**src/rtl/alert_handler_esc_tx_if.sv**
```systemverilog
`default_nettype none
// ============================================================================
// Module   : alert_handler_esc_tx_if
// Brief    : Escalation lane bundle between the alert handler core and sender.
// Revision : 1.0
// ============================================================================
interface alert_handler_esc_tx_if;
    logic esc_en_i;
    logic ping_en_i;
    logic esc_rx_p_i;
    logic esc_rx_n_i;
    logic esc_tx_p_o;
    logic esc_tx_n_o;
    logic ping_ok_o;
    logic integ_fail_o;

    // master: alert handler core side; slave: escalation sender
    modport master (
        output esc_en_i,
        output ping_en_i,
        output esc_rx_p_i,
        output esc_rx_n_i,
        input  esc_tx_p_o,
        input  esc_tx_n_o,
        input  ping_ok_o,
        input  integ_fail_o
    );

    modport slave (
        input  esc_en_i,
        input  ping_en_i,
        input  esc_rx_p_i,
        input  esc_rx_n_i,
        output esc_tx_p_o,
        output esc_tx_n_o,
        output ping_ok_o,
        output integ_fail_o
    );
endinterface
`default_nettype wire

```
**src/rtl/alert_handler_esc_tx.sv**
```systemverilog
`default_nettype none
// ============================================================================
// Module   : alert_handler_esc_tx
// Brief    : Escalation sender with ping link test and response integrity check.
// Revision : 1.0
// ============================================================================
module alert_handler_esc_tx #(
    parameter int NPingResp = 4
) (
    input  wire logic             clk_i,
    input  wire logic             rst_ni,
    alert_handler_esc_tx_if.slave esc_if
);

    localparam int                 c_CNT_W = (NPingResp > 1) ? $clog2(NPingResp) : 1;
    localparam logic [c_CNT_W-1:0] c_LAST  = c_CNT_W'(NPingResp - 1);
    localparam logic [c_CNT_W-1:0] c_ONE   = c_CNT_W'(1);

    typedef enum logic [2:0] {
        ST_IDLE      = 3'd0,
        ST_PING_WAIT = 3'd1,
        ST_PING_CHK  = 3'd2,
        ST_ESC_WAIT  = 3'd3,
        ST_ESC_CHK   = 3'd4,
        ST_ESC_DONE  = 3'd5
    } state_e;

    state_e             r_state;
    logic [c_CNT_W-1:0] r_cnt;
    logic               r_tx_p;
    logic               r_ping_ok;
    logic               r_integ_fail;

    logic w_diff_fail;
    logic w_exp_bit;
    logic w_match;

    assign w_diff_fail = (esc_if.esc_rx_p_i == esc_if.esc_rx_n_i);
    // Expected pattern starts at 1 on count 0 and toggles with every count.
    assign w_exp_bit   = ~r_cnt[0];
    assign w_match     = (esc_if.esc_rx_p_i == w_exp_bit);

    always_ff @(posedge clk_i) begin
        if (!rst_ni) begin
            r_state      <= ST_IDLE;
            r_cnt        <= '0;
            r_tx_p       <= 1'b0;
            r_ping_ok    <= 1'b0;
            r_integ_fail <= 1'b0;
        end else begin
            r_ping_ok    <= 1'b0;
            r_integ_fail <= w_diff_fail;
            case (r_state)
                ST_IDLE: begin
                    r_cnt <= '0;
                    if (esc_if.esc_rx_p_i) begin
                        r_integ_fail <= 1'b1;
                    end
                    if (esc_if.esc_en_i) begin
                        r_state <= ST_ESC_WAIT;
                        r_tx_p  <= 1'b1;
                    end else if (esc_if.ping_en_i) begin
                        r_state <= ST_PING_WAIT;
                        r_tx_p  <= 1'b1;
                    end else begin
                        r_tx_p  <= 1'b0;
                    end
                end
                ST_PING_WAIT: begin
                    r_cnt <= '0;
                    if (esc_if.esc_en_i) begin
                        r_state <= ST_ESC_WAIT;
                        r_tx_p  <= 1'b1;
                    end else begin
                        r_state <= ST_PING_CHK;
                        r_tx_p  <= 1'b0;
                    end
                end
                ST_PING_CHK: begin
                    r_tx_p <= 1'b0;
                    // A differential fault beats the pattern compare, so a
                    // coinciding final match never yields ping_ok.
                    if (esc_if.esc_en_i) begin
                        r_state <= ST_ESC_WAIT;
                        r_tx_p  <= 1'b1;
                        r_cnt   <= '0;
                    end else if (w_diff_fail) begin
                        r_state <= ST_IDLE;
                        r_cnt   <= '0;
                    end else if (!w_match) begin
                        r_state      <= ST_IDLE;
                        r_integ_fail <= 1'b1;
                        r_cnt        <= '0;
                    end else if (r_cnt == c_LAST) begin
                        r_state   <= ST_IDLE;
                        r_ping_ok <= 1'b1;
                        r_cnt     <= '0;
                    end else begin
                        r_cnt <= r_cnt + c_ONE;
                    end
                end
                ST_ESC_WAIT: begin
                    r_state   <= ST_ESC_CHK;
                    r_cnt     <= '0;
                    r_tx_p    <= 1'b1;
                    r_ping_ok <= esc_if.ping_en_i;
                end
                ST_ESC_CHK: begin
                    r_ping_ok <= esc_if.ping_en_i;
                    r_cnt     <= r_cnt + c_ONE;
                    if (!w_diff_fail && !w_match) begin
                        r_integ_fail <= 1'b1;
                    end
                    if (esc_if.esc_en_i) begin
                        r_tx_p  <= 1'b1;
                    end else begin
                        r_state <= ST_ESC_DONE;
                        r_tx_p  <= 1'b0;
                    end
                end
                ST_ESC_DONE: begin
                    r_ping_ok <= esc_if.ping_en_i;
                    r_cnt     <= '0;
                    if (esc_if.esc_en_i) begin
                        r_state <= ST_ESC_WAIT;
                        r_tx_p  <= 1'b1;
                    end else begin
                        r_state <= ST_IDLE;
                        r_tx_p  <= 1'b0;
                    end
                end
                default: begin
                    r_state <= ST_IDLE;
                    r_cnt   <= '0;
                    r_tx_p  <= 1'b0;
                end
            endcase
        end
    end

    assign esc_if.esc_tx_p_o   = r_tx_p;
    assign esc_if.esc_tx_n_o   = ~r_tx_p;
    assign esc_if.ping_ok_o    = r_ping_ok;
    assign esc_if.integ_fail_o = r_integ_fail;

endmodule
`default_nettype wire
```
**src/flat_wrapper.sv**
```systemverilog
// flat-port wrapper written by rule: the top's interface ports become plain ports
module alert_handler_esc_tx_flat 
#(
    parameter int NPingResp = 4
)
  (clk_i, rst_ni, esc_if_esc_en_i, esc_if_ping_en_i, esc_if_esc_rx_p_i, esc_if_esc_rx_n_i, esc_if_esc_tx_p_o, esc_if_esc_tx_n_o, esc_if_ping_ok_o, esc_if_integ_fail_o);
  alert_handler_esc_tx_if esc_if_i ();
  input  wire logic clk_i;
  input  wire logic rst_ni;
  input wire logic [$bits(esc_if_i.esc_en_i)-1:0] esc_if_esc_en_i;
  input wire logic [$bits(esc_if_i.ping_en_i)-1:0] esc_if_ping_en_i;
  input wire logic [$bits(esc_if_i.esc_rx_p_i)-1:0] esc_if_esc_rx_p_i;
  input wire logic [$bits(esc_if_i.esc_rx_n_i)-1:0] esc_if_esc_rx_n_i;
  output wire logic [$bits(esc_if_i.esc_tx_p_o)-1:0] esc_if_esc_tx_p_o;
  output wire logic [$bits(esc_if_i.esc_tx_n_o)-1:0] esc_if_esc_tx_n_o;
  output wire logic [$bits(esc_if_i.ping_ok_o)-1:0] esc_if_ping_ok_o;
  output wire logic [$bits(esc_if_i.integ_fail_o)-1:0] esc_if_integ_fail_o;
  assign esc_if_i.esc_en_i = esc_if_esc_en_i;
  assign esc_if_i.ping_en_i = esc_if_ping_en_i;
  assign esc_if_i.esc_rx_p_i = esc_if_esc_rx_p_i;
  assign esc_if_i.esc_rx_n_i = esc_if_esc_rx_n_i;
  assign esc_if_esc_tx_p_o = esc_if_i.esc_tx_p_o;
  assign esc_if_esc_tx_n_o = esc_if_i.esc_tx_n_o;
  assign esc_if_ping_ok_o = esc_if_i.ping_ok_o;
  assign esc_if_integ_fail_o = esc_if_i.integ_fail_o;
  alert_handler_esc_tx #(.NPingResp(NPingResp)) u_core (.clk_i(clk_i), .rst_ni(rst_ni), .esc_if(esc_if_i));
endmodule
```
**config.mk**
```make
export PLATFORM = sky130hd
export DESIGN_NAME = alert_handler_esc_tx_flat
export DESIGN_NICKNAME = d
export VERILOG_FILES = /design/src/rtl/alert_handler_esc_tx_if.sv /design/src/rtl/alert_handler_esc_tx.sv /design/src/flat_wrapper.sv
export SDC_FILE = /design/constraint.sdc
export NUM_CORES = 1
export LEC_CHECK = 0
export ABC_AREA = 1
export BUFFER_PORTS_ARGS = -buffer_cell sky130_fd_sc_hd__buf_2
export CORE_AREA = 2 2 39 41
export DETAILED_ROUTE_END_ITERATION = 7
export DIE_AREA = 0 0 41 43
export PLACE_DENSITY = 0.57
export SYNTH_ARGS = -nofsm -noshare
export SYNTH_HDL_FRONTEND = slang
export SYNTH_SLANG_ARGS = --single-unit
```
**constraint.sdc**
```tcl
create_clock -name clk_i -period 1.3 [get_ports clk_i]
set_input_delay 0.195 -clock clk_i [delete_from_list [all_inputs] [get_ports clk_i]]
set_output_delay 0.195 -clock clk_i [all_outputs]
set_load 0.1 [all_outputs]
```
Word level (Yosys, flattened, before mapping). Cells that the tools add are included.

Register bits after elaboration: 8. Output and inout bits: 4.

Add/sub/neg operators: 1. Equality and inequality tests: 11. Multiplexer cells: 30. Bitwise operators: 2. Reduce and logical (&&, ||, !) cells: 7.

Operators with widths (number): $mux 3 (7); $pmux 3 s6 (1); $mux 1 (13); $mux 2 (5); $eq 3x2->1 const B (2); $eq 3x3->1 const B (2); $pmux 1 s3 (2); $ne 5x4->1 const B (1); $pmux 2 s2 (1); $reduce_or 4->1 (1); $eq 3x1->1 const B (1); $logic_not 3->1 (1); $ne 3x3->1 const B (1); $reduce_and 3->1 (1); $reduce_or 3->1 (1); $add 2x1->2 const B (1); $eq 1x1->1 (2); $eq 2x2->1 const B (1); $logic_not 1->1 (2); $ne 2x2->1 const B (1); $not 1->1 (2); $pmux 1 s2 (1); $logic_and 1x1->1 (1).

Depth between registers and ports, before layout. Gate-level depths: netlist of run 1.

Word-level depth: 6. Mapped depth: 7. Gate-level depth less buffers: 7.

Worst setup path after synthesis of run 1. OpenSTA, ideal clock, no wires.

Kind: register -> output. From: register u_core.r_tx_p, in the netlist u_core.esc_if.esc_tx_p_o. To: output port esc_if_esc_tx_n_o. Data arrival time: 1.610 ns. Required time: 1.105 ns. Slack: -0.505 ns. Cell stages (with the launch flop): 2. Path buffers: 0. Cell sequence: dfxtp_1 -> inv_1.

Cells in the longest elaborated chain, start to end: 1.

RTL lines: from (decl) (line alert_handler_esc_tx.sv:30) `logic r_tx_p;`; from (signal assigned) (line alert_handler_esc_tx.sv:47) `r_tx_p <= 1'b0;`; from (signal assigned) (line alert_handler_esc_tx.sv:61) `r_tx_p <= 1'b1;`; from (signal assigned) (line alert_handler_esc_tx.sv:64) `r_tx_p <= 1'b1;`; $not 1->1 (line alert_handler_esc_tx.sv:142) `assign esc_if.esc_tx_n_o = ~r_tx_p;`; to (decl) (line flat_wrapper.sv:15) `output wire logic [$bits(esc_if_i.esc_tx_n_o)-1:0] esc_if_esc_tx_n_o;`.

No other way between the ends.

Worst setup path in the final report of run 1.
From: register u_core.r_tx_p, in the netlist u_core.esc_if.esc_tx_p_o. To: output port esc_if_esc_tx_p_o.

RTL lines: to (decl) (line flat_wrapper.sv:14) `output wire logic [$bits(esc_if_i.esc_tx_p_o)-1:0] esc_if_esc_tx_p_o;`.

No word-level cell between the ends.

==> results.py, run 1 <==
metrics = {
    "status": {
        "status": "complete, no violations",
    },
    "timing": {
        "fin_tns_setup_ns": 0,
        "rsz0062_at_grt": "no",
        "setup_viol": 0,
        "slew_headroom_pct": 67.97,
        "finalHoldViolations": 0,
        "tightest_slew_ns": 0.4838,
        "fmax_ghz": 0.8256,
        "timing.final.crit_period_ns": 1.211,
        "finalClockSkew_ns": 0.006127,
        "slew_viol_final": 0,
        "fin_crit_sh_pct": 93.17,
    },
    "setup_path": {
        "timing_worst_setup_path_type": "reg2out",
        "cp.arrival_ns": 1.02,
        "cp_max_fo": 2,
        "worstPathBufferInverterCount": 1,
        "endpoint_kind": "output port",
        "path_delay_family": "buffers and inverters",
        "cpMaxStageDelayCell": "buf_2",
        "crit_chain": "buf_2",
        "critPathRequiredTime_ns": 1.11,
        "cpPeakStageDelay_ns": 0.42,
        "reg2reg_slack_ns": 0.14,
        "critPathLaunchType": "flip-flop",
        "r2r_start": "u_core.r_state[2]$_SDFFE_PN0P_",
        "reg2regPathDepth": 5,
        "reg2reg_to": "u_core.esc_if.esc_tx_p_o$_SDFF_PN0_",
    },
    "floorplanning": {
        "dieArea_sq_mm": 0.001763,
        "die_w_microns": 41,
        "num_rows": 14,
        "start_util_pct": 34.99,
        "pin_count": 10,
        "core_area_sq_mm": 0.001384,
        "die_h_microns": 43,
    },
    "power": {
        "switchingPower_mw": 0.3054,
        "p_per_area_mw_per_mm2": 1312,
        "ir_drop_v": 0.0008260,
        "intPower_mw": 0.4645,
        "leakage_nw": 0.2892,
        "p_comb_share_pct": 36.4,
        "clkPwrFrac_pct": 25.1,
        "switching_share_pct": 39.66,
        "seq_power_share_pct": 38.5,
    },
    "place": {
        "postPlaceCellArea_sq_um": 560.5,
        "dp_hpwl_microns": 791.7,
        "gp_congestion": 0.8454,
        "portBuffers": 9,
    },
    "finish": {
        "seq_area_sq_um": 163.9,
        "multiInputGateArea_sq_um": 267.8,
        "fin_area_sq_um": 586.8,
        "syn2layout_area_growth_pct": 21.19,
        "antenna_cells": 0,
        "nFillCells": 158,
        "num-nets-final": 95,
        "final_util_pct": 42.41,
        "final_layout_size_suffix_gt1_share_pct": 23.26,
    },
    "cts": {
        "cts_resized": 0,
        "cts_num_sinks": 8,
        "numCtsBuffers": 3,
        "insertion_delay_ns": 0.25,
        "cts_root_buffer": "clkbuf_4",
        "clk_path_buf_depth": 2,
        "postCtsSetupBuffers": 0,
        "ctsHoldBuffers": 0,
        "cts_tree": "yes",
        "clk_pin_slew_ns": 0.05,
        "cts.htree.levels": 1,
    },
    "synthesis": {
        "synthCells": 74,
        "synth_compound_area_share_pct": 10.34,
        "yosysSeqAreaShare_pct": 33.07,
        "synth_flop_cell": "dfxtp_1",
        "syn-cell-area_sq_um": 484.2,
        "synthTopCellsByCount": "12 x nand2_1, 11 x inv_1, 11 x nand3_1",
        "synthTopCellsByArea": "dfxtp_1 33%, nand3_1 11%, nand2_1 9.3%, inv_1 8.5%, nor2_1 7.8%",
        "yosysMostFrequentCell": "nand2_1",
        "synth-seq-cells": 8,
        "synthSimpleGateAreaFrac_pct": 39.79,
        "synth_edf_count": 0,
        "synth_top_family_by_area": "simple AND/OR/NAND/NOR gates",
        "synth_fa_ha_area_share_pct": 5.168,
        "synth_cell_types": 17,
        "postSynthAreaPerCell_sq_um": 6.543,
        "async_flop_share_pct": 0,
        "yosysTopAreaCell": "dfxtp_1",
        "yosys.area.top_type_share_pct": 33.07,
        "yosysWarnings": 0,
        "syn_nets": 82,
        "synth-xor-area-share_pct": 0,
        "synth_mux_area_share_pct": 0,
    },
    "route": {
        "firstDrtPassIters": 4,
        "vias": 492,
        "drc": 0,
        "wl_mm": 1.002,
        "post_drt_wl_per_cell_microns": 9.824,
        "viasPerCell": 4.824,
        "drt_iter0_drc": 4,
        "detail-route-antenna-nets": 0,
    },
    "global_route": {
        "gr-total-overflow": 0,
        "grt.total_usage_pct": 14.31,
        "grt_max_degree": 9,
        "grt_pass1_wl_mm": 1.697,
        "antenna_found_initial": 0,
        "grt_pass1_vias": 419,
    },
    "worst_hold_path": {
        "min_from": "rst_ni",
        "hold_depth": 3,
        "min_path_type": "in2reg",
        "hold_path_end": "u_core.r_cnt[1]$_SDFF_PN0_",
    },
    "run": {
        "max_cap_violations": 0,
    },
}
==> cells by family after synthesis <==
family | Yosys count
simple gates | 41
buf+inv | 13
compound gates | 10
flops | 8
fa+ha+maj | 2
==> registers in the layout (all words and copies together), names as in the netlist <==
register	cells
u_core.esc_if.integ_fail_o	1
u_core.r_cnt	2
u_core.r_state	3
u_core.esc_if.esc_tx_p_o	1
u_core.esc_if.ping_ok_o	1
==> worst min-delay path, stage by stage <==
cell     delay, ns
buf_2         0.10
nand3_1       0.07
a21oi_1       0.04
==> worst max path at each step <==
| stage | startpoint | endpoint | slack, ns | cells past startpoint |
|---|---|---|---|---|
| final | u_core.esc_if.esc_tx_p_o$_SDFF_PN0_ | esc_if_esc_tx_p_o | 0.09 | 1 |
| after global placement | u_core.r_state[2]$_SDFFE_PN0P_ | u_core.r_state[0]$_SDFFE_PN0P_ | 0.14 | 6 |
| after floorplan | u_core.esc_if.esc_tx_p_o$_SDFF_PN0_ | esc_if_esc_tx_n_o | 0.08 | 1 |
| after global routing | u_core.r_state[0]$_SDFFE_PN0P_ | u_core.esc_if.integ_fail_o$_SDFF_PN0_ | 0.03 | 7 |
| after CTS | u_core.esc_if.esc_tx_p_o$_SDFF_PN0_ | esc_if_esc_tx_p_o | 0.08 | 1 |
| after detailed placement | u_core.r_cnt[0]$_SDFF_PN0_ | u_core.r_state[0]$_SDFFE_PN0P_ | 0.17 | 6 |
==> power by group through the flow <==
stage	Combinational, mW	Clock, mW	Sequential (mW)
6_report	0.280	0.193	0.296
3_5_place_dp	0.281	0	0.301
3_3_place_gp	0.281	0	0.301
4_1_cts	0.282	0.206	0.296
2_1_floorplan	0.155	0	0.362
5_1_grt	0.305	0.226	0.300
==> per-stage QoR <==
stage               setup WS (ns)  power (mW)  hold WS [ns]  cells
finish                    0.08879      0.7699        0.2143    102
global placement           0.1425      0.5822        0.4627     98
detailed placement         0.1656      0.5819        0.4705     98
CTS                       0.07587      0.7836        0.2058    102
floorplan                 0.07881      0.5168        0.3359     74
global route              0.03488      0.8314        0.2127    102
==> layout by cell type (no fill, tap or decap), types with 2 or more instances in the layout <==
cell,instances
nand2_1,12
clkbuf_4,3
inv_1,10
ha_1,2
nand3_1,11
nor2_1,10
nor2_2,2
a21oi_1,6
dfxtp_1,7
nand2_2,2
buf_2,8
o21ai_0,3
==> routing by layer <==
| metal | GRT usage, % | vias up | share of wire (%) |
|---|---|---|---|
| li1 | - | 262 | - |
| met5 | 0 | - | 0 |
| met2 | 19.69 | 13 | 46 |
| met3 | 7.853 | 0 | 5.8 |
| met4 | 2.000 | 0 | 0 |
| met1 | 19.87 | 217 | 48 |
==> final cells by class <==
class | count | share of cell area [%]
multi-input combinational | 53 | 45.63
sequential | 8 | 27.93
timing repair buffer | 9 | 10.23
inverter | 12 | 8.316
clock buffer | 4 | 4.478
tap | 16 | 3.412
Note: power is estimated with default switching activity, not from simulation.
==> run 2, diff against run 1 <==
Settings changed: PLACE_DENSITY 0.57 to 0.65.
==> run 2 against run 1 <==
Maximum frequency decreased by 0.64%. Die area unchanged. Critical path type unchanged. Flip-flop and latch count unchanged. Clock power increased by 5%.
==> results.py, run 2 (synthesis results as in run 1) <==
metrics = {
    "global_route": {
        "grt_max_degree": 9,
        "gr-total-overflow": 0,
        "antenna_found_initial": 0,
        "grt_pass1_wl_mm": 1.635,
        "grt.total_usage_pct": 13.81,
        "grt_pass1_vias": 387,
    },
    "timing": {
        "fin_crit_sh_pct": 93.77,
        "timing.final.crit_period_ns": 1.219,
        "slew_viol_final": 0,
        "timing.final.ws_setup_ns": 0.08102,
        "slew_headroom_pct": 68.01,
        "hold_ws_ns": 0.2049,
        "fmax_ghz": 0.8204,
        "rsz0062_at_grt": "no",
        "finalHoldViolations": 0,
        "setup_viol": 0,
        "tightest_slew_ns": 0.4832,
        "fin_tns_setup_ns": 0,
        "finalClockSkew_ns": 0.007955,
    },
    "worst_hold_path": {
        "min_path_type": "in2reg",
    },
    "run": {
        "max_cap_violations": 0,
    },
    "place": {
        "dp_cells": 98,
        "gp_congestion": 0.8198,
        "dp_slack_ns": 0.1551,
        "postPlaceCellArea_sq_um": 560.5,
        "dp_hpwl_microns": 784,
        "portBuffers": 9,
    },
    "floorplanning": {
        "start_util_pct": 34.99,
        "die_h_microns": 43,
        "core_area_sq_mm": 0.001384,
        "die_w_microns": 41,
        "dieArea_sq_mm": 0.001763,
        "pin_count": 10,
        "num_rows": 14,
    },
    "cts": {
        "cts_root_buffer": "clkbuf_4",
        "cts.htree.levels": 1,
        "cts_tree": "yes",
        "numCtsBuffers": 3,
        "postCtsSetupBuffers": 0,
        "ctsHoldBuffers": 0,
        "clk_path_buf_depth": 2,
        "clk_pin_slew_ns": 0.06,
        "cts_num_sinks": 8,
        "insertion_delay_ns": 0.25,
        "cts_resized": 0,
    },
    "finish": {
        "fin_cells": 102,
        "nFillCells": 141,
        "final_layout_size_suffix_gt1_share_pct": 23.26,
        "num-nets-final": 95,
        "syn2layout_area_growth_pct": 21.19,
        "fin_area_sq_um": 586.8,
        "reg.largest.list": "u_core.r_state x3, u_core.r_cnt x2",
        "largest_register_ffs": 3,
        "antenna_cells": 0,
        "final_common_cell": "nand2_1",
        "top_register": "u_core.r_state",
        "mostFrequentLayoutCells": "12 x nand2_1, 11 x nand3_1, 10 x inv_1, 10 x nor2_1, 8 x buf_2",
        "final_util_pct": 42.41,
    },
    "setup_path": {
        "endpoint_kind": "output port",
        "timing_worst_setup_path_type": "reg2out",
        "cp_max_fo": 2,
        "cp.arrival_ns": 1.02,
        "path_delay_family": "buffers and inverters",
        "cpPeakStageDelay_ns": 0.42,
        "crit_chain": "buf_2",
        "critPathLaunchType": "flip-flop",
        "worstPathBufferInverterCount": 1,
        "critPathRequiredTime_ns": 1.11,
        "cpMaxStageDelayCell": "buf_2",
    },
    "route": {
        "firstDrtPassIters": 4,
        "drc": 0,
        "vias": 496,
        "post_drt_wl_per_cell_microns": 9.804,
        "drt_iter0_drc": 6,
        "viasPerCell": 4.863,
        "wl_mm": 1.000,
        "detail-route-antenna-nets": 0,
    },
    "status": {
        "status": "complete, no violations",
    },
    "power": {
        "p_per_area_mw_per_mm2": 1328,
        "ir_drop_v": 0.001020,
        "fin_total_pwr_mw": 0.7794,
        "leakage_nw": 0.2892,
    },
}
-- run 2: cell counts in the layout (fill, tap and decap cells not counted) --
Identical to the previous run, type by type.
-- run 2: layer usage --
metal | global-route usage (%) | up-vias | part of all wire (%)
met1 | 19.22 | 221 | 47
met5 | 0 | - | 0
met2 | 18.75 | 13 | 48
li1 | - | 262 | -
met4 | 2.000 | 0 | 0
met3 | 7.853 | 0 | 5.4
-- run 2: area by class of cell --
class / instances / area, sq um / area share (%)
Clock buffer: 4 / 26.28 / 4.478
Multi-Input combinational cell: 53 / 267.8 / 45.63
Inverter: 12 / 48.80 / 8.316
Sequential cell: 8 / 163.9 / 27.93
Tap cell: 16 / 20.02 / 3.412
Timing Repair Buffer: 9 / 60.06 / 10.23
-- run 2: power breakdown --
part | switching [mW] | internal (mW) | total, mW
Sequential | 0.0276 | 0.268 | 0.295
Combinational | 0.202 | 0.0798 | 0.282
Clock | 0.0849 | 0.117 | 0.202
-- run 2: worst paths after layout --
path,startpoint,to,slack (ns),cells past startpoint
worst max-delay path,u_core.esc_if.esc_tx_p_o$_SDFF_PN0_,esc_if_esc_tx_p_o,0.08,1
worst max register to register,u_core.r_state[2]$_SDFFE_PN0P_,u_core.r_state[0]$_SDFFE_PN0P_,0.15,6
worst min register to register,u_core.r_cnt[0]$_SDFF_PN0_,u_core.r_cnt[0]$_SDFF_PN0_,0.57,3
worst min-delay path,rst_ni,u_core.r_cnt[1]$_SDFF_PN0_,0.20,3
